**src/rtl/dcache_ctrl.sv**
```systemverilog
// Direct-mapped, write-back, write-allocate data cache controller.
// Hits are served with zero stall. A miss stalls the CPU, writes back a dirty victim
// if there is one, refills the one-word line and then replays the access as a hit.
// Optional hit/miss statistics are built when DCACHE_STATS_EN is defined.
module dcache_ctrl #(
    parameter int NUM_LINES = 64,
    parameter int ADDR_W    = 32
) (
    input  logic              clk,
    input  logic              rst_n,
    input  logic              cpu_read,
    input  logic              cpu_write,
    input  logic [ADDR_W-1:0] cpu_addr,
    input  logic [31:0]       cpu_wdata,
    output logic [31:0]       cpu_rdata,
    output logic              cpu_stall,
    output logic              mem_read,
    output logic              mem_write,
    output logic [ADDR_W-1:0] mem_addr,
    output logic [31:0]       mem_wdata,
    input  logic [31:0]       mem_rdata,
    input  logic              mem_ready,
    output logic [31:0]       hit_count,
    output logic [31:0]       miss_count
);
    localparam int IDX_W = $clog2(NUM_LINES);
    localparam int TAG_W = ADDR_W - 2 - IDX_W;

    typedef enum logic [2:0] {
        IDLE,
        WB_ISSUE,
        WB_WAIT,
        FILL_ISSUE,
        FILL_WAIT
    } state_t;

    state_t state, state_nxt;

    logic [31:0]          data_arr [NUM_LINES];
    logic [TAG_W-1:0]     tag_arr  [NUM_LINES];
    logic [NUM_LINES-1:0] valid_arr;
    logic [NUM_LINES-1:0] dirty_arr;

    logic [IDX_W-1:0] idx;
    logic [TAG_W-1:0] req_tag;
    logic             req;
    logic             hit;
    logic             fill_done;
    logic             unused_addr_bits;

    assign idx              = cpu_addr[2+IDX_W-1:2];
    assign req_tag          = cpu_addr[ADDR_W-1:2+IDX_W];
    assign req              = cpu_read | cpu_write;
    assign hit              = valid_arr[idx] && (tag_arr[idx] == req_tag);
    assign fill_done        = (state == FILL_WAIT) && mem_ready;
    assign unused_addr_bits = &{1'b0, cpu_addr[1:0]};

    // State register; reset abandons any transaction in flight.
    always_ff @(posedge clk or negedge rst_n) begin
        if (!rst_n) state <= IDLE;
        else        state <= state_nxt;
    end

    // Next-state decode plus memory-side outputs, which depend on the state register only
    // (address/data come from the arrays and the held CPU request, so they stay stable in WAIT).
    always_comb begin
        state_nxt = state;
        mem_read  = 1'b0;
        mem_write = 1'b0;
        mem_addr  = '0;
        mem_wdata = '0;
        case (state)
            IDLE: begin
                if (req && !hit)
                    state_nxt = (valid_arr[idx] && dirty_arr[idx]) ? WB_ISSUE : FILL_ISSUE;
            end
            WB_ISSUE: begin
                mem_write = 1'b1;
                mem_addr  = {tag_arr[idx], idx, 2'b00};
                mem_wdata = data_arr[idx];
                state_nxt = WB_WAIT;
            end
            WB_WAIT: begin
                mem_addr  = {tag_arr[idx], idx, 2'b00};
                mem_wdata = data_arr[idx];
                if (mem_ready) state_nxt = FILL_ISSUE;
            end
            FILL_ISSUE: begin
                mem_read  = 1'b1;
                mem_addr  = {req_tag, idx, 2'b00};
                state_nxt = FILL_WAIT;
            end
            FILL_WAIT: begin
                mem_addr = {req_tag, idx, 2'b00};
                if (mem_ready) state_nxt = IDLE;
            end
            default: state_nxt = IDLE;
        endcase
    end

    // CPU-side outputs: load data straight from the array, stall while busy or missing.
    always_comb begin
        cpu_rdata = data_arr[idx];
        cpu_stall = req && ((state != IDLE) || !hit);
    end

    // Valid/dirty bits: refill makes a line valid and clean, a store hit makes it dirty.
    always_ff @(posedge clk or negedge rst_n) begin
        if (!rst_n) begin
            valid_arr <= '0;
            dirty_arr <= '0;
        end else if (fill_done) begin
            valid_arr[idx] <= 1'b1;
            dirty_arr[idx] <= 1'b0;
        end else if ((state == IDLE) && cpu_write && hit) begin
            dirty_arr[idx] <= 1'b1;
        end
    end

    // Data and tag arrays are never reset; valid bits qualify their contents.
    always_ff @(posedge clk) begin
        if (fill_done) begin
            data_arr[idx] <= mem_rdata;
            tag_arr[idx]  <= req_tag;
        end else if ((state == IDLE) && cpu_write && hit) begin
            data_arr[idx] <= cpu_wdata;
        end
    end

`ifdef DCACHE_STATS_EN
    logic        replay;
    logic [31:0] hit_cnt;
    logic [31:0] miss_cnt;

    // Count misses on detection and hits only for first-time accesses, not refill replays.
    always_ff @(posedge clk or negedge rst_n) begin
        if (!rst_n) begin
            replay   <= 1'b0;
            hit_cnt  <= '0;
            miss_cnt <= '0;
        end else begin
            replay <= fill_done;
            if ((state == IDLE) && req) begin
                if (!hit)        miss_cnt <= miss_cnt + 32'd1;
                else if (!replay) hit_cnt <= hit_cnt + 32'd1;
            end
        end
    end

    assign hit_count  = hit_cnt;
    assign miss_count = miss_cnt;
`else
    assign hit_count  = '0;
    assign miss_count = '0;
`endif

endmodule

```
**config.mk**
```make
export PLATFORM = sky130hd
export DESIGN_NAME = dcache_ctrl
export DESIGN_NICKNAME = d
export VERILOG_FILES = /design/src/rtl/dcache_ctrl.sv
export SDC_FILE = /design/constraint.sdc
export NUM_CORES = 2
export LEC_CHECK = 0
export CORE_AREA = 10 10 725 513
export DETAILED_ROUTE_END_ITERATION = 7
export DIE_AREA = 0 0 735 523
export MAX_ROUTING_LAYER = met4
export RECOVER_POWER = 25
export SLEW_MARGIN = 25
export SYNTH_ARGS = -nofsm -noshare
export SYNTH_HDL_FRONTEND = slang
export SYNTH_SLANG_ARGS = --single-unit
export TNS_END_PERCENT = 5
```
**constraint.sdc**
```tcl
create_clock -name clk -period 7.8 [get_ports clk]
set_input_delay 1.95 -clock clk [delete_from_list [all_inputs] [get_ports clk]]
set_output_delay 1.95 -clock clk [all_outputs]
set_load 0.03 [all_outputs]
```
### Yosys cells after proc, flatten, opt, wreduce, memory -nomap -nowiden

Memory sizes are Yosys's and may differ from the RTL's.
Cells that the tools add are included.
W data, S select, Z words.

* flip-flop bits (word level): 131
* latch bits: 0
* memory bits (writable): 3584
* ROM bits: 0
* bits of input ports: 101
* output and inout bits: 163
* memories: 2

Memory list
* data_arr: depth 64, bits a word 32, rd ports 1, clocked after memory_dff 0, write ports 1, RTL line 39 `logic [31:0] data_arr [NUM_LINES];`
* tag_arr: depth 64, bits a word 24, rd ports 1, clocked after memory_dff 0, write ports 1, RTL line 40 `logic [TAG_W-1:0] tag_arr [NUM_LINES];`

* $add $sub $neg: 0
* multipliers: 0
* div/mod/pow operators: 0
* magnitude comparators: 2
* equality and inequality tests: 8
* shift-type cells: 0
* mux-type cells: 23
* bitwise logic cells: 6
* reductions and logical operators: 16

Operators by type and width (count)
* $mux W64: 2
* $or A64 B64 Y64: 2
* $and A64 B64 Y64: 1
* $mux W32: 2
* $not A64 Y64: 1
* $pmux W32 S2: 1
* $eq A24 B24 Y1: 1
* $pmux W3 S5: 1
* $bmux W1 S6: 2
* $mux W1: 10
* $mux W3: 3
* $logic_and A1 B1 Y1: 8
* $lt A6 B7 Y1 const B: 1
* $demux W1 S6: 1
* $eq A3 B2 Y1 const B: 2
* $ge A6 B1 Y1 const B: 1
* $ne A2 B2 Y1 const B: 3
* $reduce_or A2 Y1: 2
* $eq A3 B1 Y1 const B: 1
* $eq A3 B3 Y1 const B: 1
* $logic_not A3 Y1: 1
* $reduce_and A3 Y1: 1
* $reduce_bool A3 Y1: 1
* $mux W2: 1
* 4 further kinds: 5

### Longest topological paths before layout

* depth in word-level cells: 8
* gate-level depth with buffers: 20
* depth with buffers taken out: 10

### Worst setup path after synthesis

Ideal clock, no wire load.

* kind: input to output
* from: input cpu_addr[2]
* to: output mem_wdata[2]
* data arrival time: 6133 ps
* required time: 5850 ps
* slack: -283 ps
* cell stages on the path: 16
* path through: buf_6 -> buf_6 -> buf_6 -> buf_4 -> buf_2 -> buf_2 -> buf_2 -> buf_2 -> buf_2 -> buf_2 -> buf_2 -> mux2i_1 -> o21ai_0 -> a221oi_1 -> o311ai_0 -> and2_1

* longest elaborated chain between the ends: 2

RTL lines
* start, declared: RTL line 13 `input logic [ADDR_W-1:0] cpu_addr,`
* $mem_v2 Z64 W32
* net cpu_rdata[2]: RTL line 15 `output logic [31:0] cpu_rdata,`
* $mux W32
* end, declared: RTL line 20 `output logic [31:0] mem_wdata,`

The timed path passes the listed nets, and every way through them passes these cells.

### Final worst setup path

* from: input cpu_addr[4]
* to: output mem_wdata[21]

* longest elaborated chain between the ends: 2

RTL lines
* $mem_v2 Z64 W32
* $mux W32

No other way between the ends.

==> metrics.md <==
| Metric | Value |
|---|---|
| Post-Place Setup Slack | `-0.530 ns` |
| Critical Path Sink Type | `output pin` |
| Post-DP HPWL | `roughly 310000 um` |
| Failing checks | `design-rule violations, max-capacitance violations, max-slew violations, negative setup slack` |
| Normalized max-slew margin | `-238%` |
| H-tree depth | `5` |
| Dpl cell area | `0.159 mm2` |
| Final number of setup-violating endpoints | `1` |
| CP max stage delay | `0.71 ns` |
| Sequential share of the synthesized area | `77.9%` |
| Synth Cell Area | `0.142 mm2` |
| Mean Syn Cell Area | `between 15 and 20 um2` |
| # rows | `184` |
| Max Freq | `0.127 GHz` |
| CP Data Arrival Time | `a little under 6 ns` |
| Crit Path Max Fanout | `31` |
| Antenna Nets Post-Route | `0` |
| DIE AREA | `around 0.38 mm2` |
| Finished Core Util | `~48%` |
| Multi-input gate area | `between 0.03 and 0.04 mm2` |
| Final setup TNS | `-0.0890 ns` |
| Maximum vdd drop | `approximately 0.23 mV` |
| Via count | `88929` |
| Die W | `735 um` |
| GPL Wtd Cong | `between 0.9 and 1` |
| Synthesis-stage register bit count | `3715` |
| CTS tree | `done` |
| Cell area power density | `256 mW/mm2` |
| CTS root buffer | `clkbuf_16` |
| Leakage | `0.0553 uW` |
| IO buf count | `195` |
| Post-route DRC violation count | `5` |
| R2r setup slk | `0.95 ns` |
| CTS Sinks | `3715` |
| Min Clock Period, post-route | `approximately 7.9 ns` |
| Number of enable flip-flop cells after synthesis | `3584` |
| Number of global-route vias before repair | `a little over 80000` |
| DR WL/cell | `roughly 37 um` |
| Worst path slowest cell | `o31ai_1` |
| Clock Tree Buf Depth | `4` |
| Worst slew pin tran | `5.06 ns` |
| Fin worst setup slack | `-0.0890 ns` |
| Crit Path Class | `in -> out` |
| Status | `complete, but fails checks` |
| Worst-path cell chain | `buf_8, buf_12, buf_4, nand2b_2, buf_12, nor2_4, buf_12, buf_12, a221oi_1, a311oi_1, o31ai_1, o221ai_1, buf_4, and2_1, buf_4` |
| Yosys warnings | `0` |
| Post-Layout Inst Area | `0.170 mm2` |
| Largest net degree at the start of global routing | `71` |
| Hold/Removal Path Class | `reg -> reg` |
| Cells after Synth | `between 7000 and 8000` |
| Non-filler instance count after layout | `13898` |
| IO Count | `264` |
| Main synth FF type | `edfxtp_1` |
| Die Ht | `523 um` |
| Buf+Inv Stages, Crit Path | `8` |
| Grt ovf | `0` |
| Fill count | `about 30000` |
| Area grow syn2layout | `19.7%` |
| Max-Cap Viols | `38` |
| Initial antenna violation count | `28` |
| Post-route clock period utilization | `101%` |
| Initial DRC Count | `15621` |
| Worst EP required | `between 5 and 6 ns` |
| Post-synthesis async set-or-reset flop share | `3.53%` |
| Clk_lat worst skew | `~0.97 ns` |
| CTS buffer count | `around 360` |
| Share of layout cells above drive strength 1 | `between 20 and 25%` |
| Initial Util | `39.8%` |
| Final wirelength | `508000 um` |
| First-pass GRT wire length | `between 600000 and 700000 um` |
| Post-synthesis cell type count | `79` |
| Final Hold Fails | `0` |
| Core Region | `0.358 mm2` |
| Via density | `around 6.4` |
| Max Slew Vio Count | `about 2000` |
| Worst path most repeated cell | `buf_12` |
| Final net count | `8957` |
| Clock slew seen by the registers of the worst setup and hold paths | `0.06 ns` |
| Initial DRT Pass Iterations | `8` |
| Worst Setup Start Kind | `input pin` |
| Total GRT Usage | `26.1%` |
| Placed Instances | `~13000` |
| Cell family with most CP delay | `compound AO/OA/AOI/OAI gates` |
| Seq. cell area | `0.111 mm2` |
| Setup Skew | `0.107 ns` |
==> Yosys cell counts, drive strengths merged, types with 47 or more instances <==
library cell	instances	area share [%]
edfxtp	3584	76
a22oi	659	3.5
mux2i	377	2.7
buf	338	1.4
a221oi	329	2.0
clkbuf	298	0.79
a21oi	246	0.86
o21ai	228	0.80
nor2	221	0.58
nand2	186	0.49
mux2	174	1.4
a22o	166	1.0
mux4	136	2.2
dfrtp	131	2.3
nand4	110	0.48
o22ai	106	0.47
nand3	80	0.28
a31oi	76	0.33
or2	68	0.30
a221o	47	0.33
==> registers in the layout, summed over array words and instances, names as in the netlist, named ones only <==
signal,cells
data_arr,2048
state,3
tag_arr,1536
valid_arr,64
==> path summary, 6_finish.rpt <==
kind | endpoint | cells after the start | from
worst min register to register | valid_arr[4]$_DFFE_PN0P_ | 1 | valid_arr[4]$_DFFE_PN0P_
max in group asynchronous | asynchronous set/reset pin | 2 | rst_n
worst max register to register | tag_arr[9][19]$_DFFE_PP_ | 5 | state[0]$_DFFE_PN0P_
worst min-delay path | valid_arr[4]$_DFFE_PN0P_ | 1 | valid_arr[4]$_DFFE_PN0P_
worst max-delay path | mem_wdata[21] | 15 | cpu_addr[4]
min in group asynchronous | state[0]$_DFFE_PN0P_ | 1 | rst_n
==> final cells by class <==
type,instances,share of cell area [%]
Sequential cell,3715,65.1
Multi-Input combinational cell,3677,17.7
Timing Repair Buffer,1099,7.02
Clock buffer,439,5.59
Tap cell,4743,3.48
Clock inverter,204,1.11
Antenna cell,15,0.0220
Inverter,6,0.0206
==> power breakdown <==
part	total (uW)	switching, uW	internal (uW)
Combinational	4230	2910	1320
Sequential	22000	41.8	21900
Clock	17400	7580	9770
Total	43600	10500	33000
==> through the flow <==
step	hold WS (ns)	power (uW)
3_3_place_gp	0.447	26500
2_1_floorplan	0.433	24300
5_1_grt	0.472	44500
6_report	0.466	43600
3_5_place_dp	0.449	26600
4_1_cts	0.467	43600
==> cell families after synthesis <==
family	count (synthesis)	synth area share, %
flops	3715	77.9
xor+xnor	24	0.148
other cells	1	0.00263
mux	687	6.21
simple gates	849	3.03
buf+inv	642	2.18
compound gates	2051	10.5
==> placed cells by master, fill, tap and decap left out, drive strengths merged, types with 47 or more instances in the layout <==
| cell type | count |
|---|---|
| edfxtp | 3584 |
| o21ai | 228 |
| nand3 | 80 |
| a22o | 166 |
| nand4 | 110 |
| dfrtp | 131 |
| or2 | 68 |
| a21oi | 246 |
| clkdlybuf4s50 | 74 |
| nor2 | 221 |
| mux2i | 377 |
| a221o | 47 |
| o22ai | 106 |
| conb | 66 |
| nand2 | 186 |
| mux2 | 174 |
| clkbuf | 500 |
| mux4 | 136 |
| buf | 963 |
| clkinv | 147 |
| a221oi | 329 |
| a22oi | 659 |
| a31oi | 76 |
==> per-layer routing <==
| metal | track usage (%) | vias up | routed length [um] |
|---|---|---|---|
| met2 | 36.3 | 7097 | 216000 |
| li1 | - | 34664 | - |
| met4 | 9.05 | 0 | 20100 |
| met3 | 6.62 | 981 | 72100 |
| met1 | 37.1 | 46187 | 200000 |
| met5 | - | - | 0 |
==> timing repair <==
action | in CTS | in global routing
cloned | 0 | 3
pin swaps | 5 | 8
endpoints found under the setup margin | 1 | 1
buffers inserted | 8 | 4
hold buffers | 0 | 0
resized for setup | 18 | 26
Power figures use the tool's default switching activity.
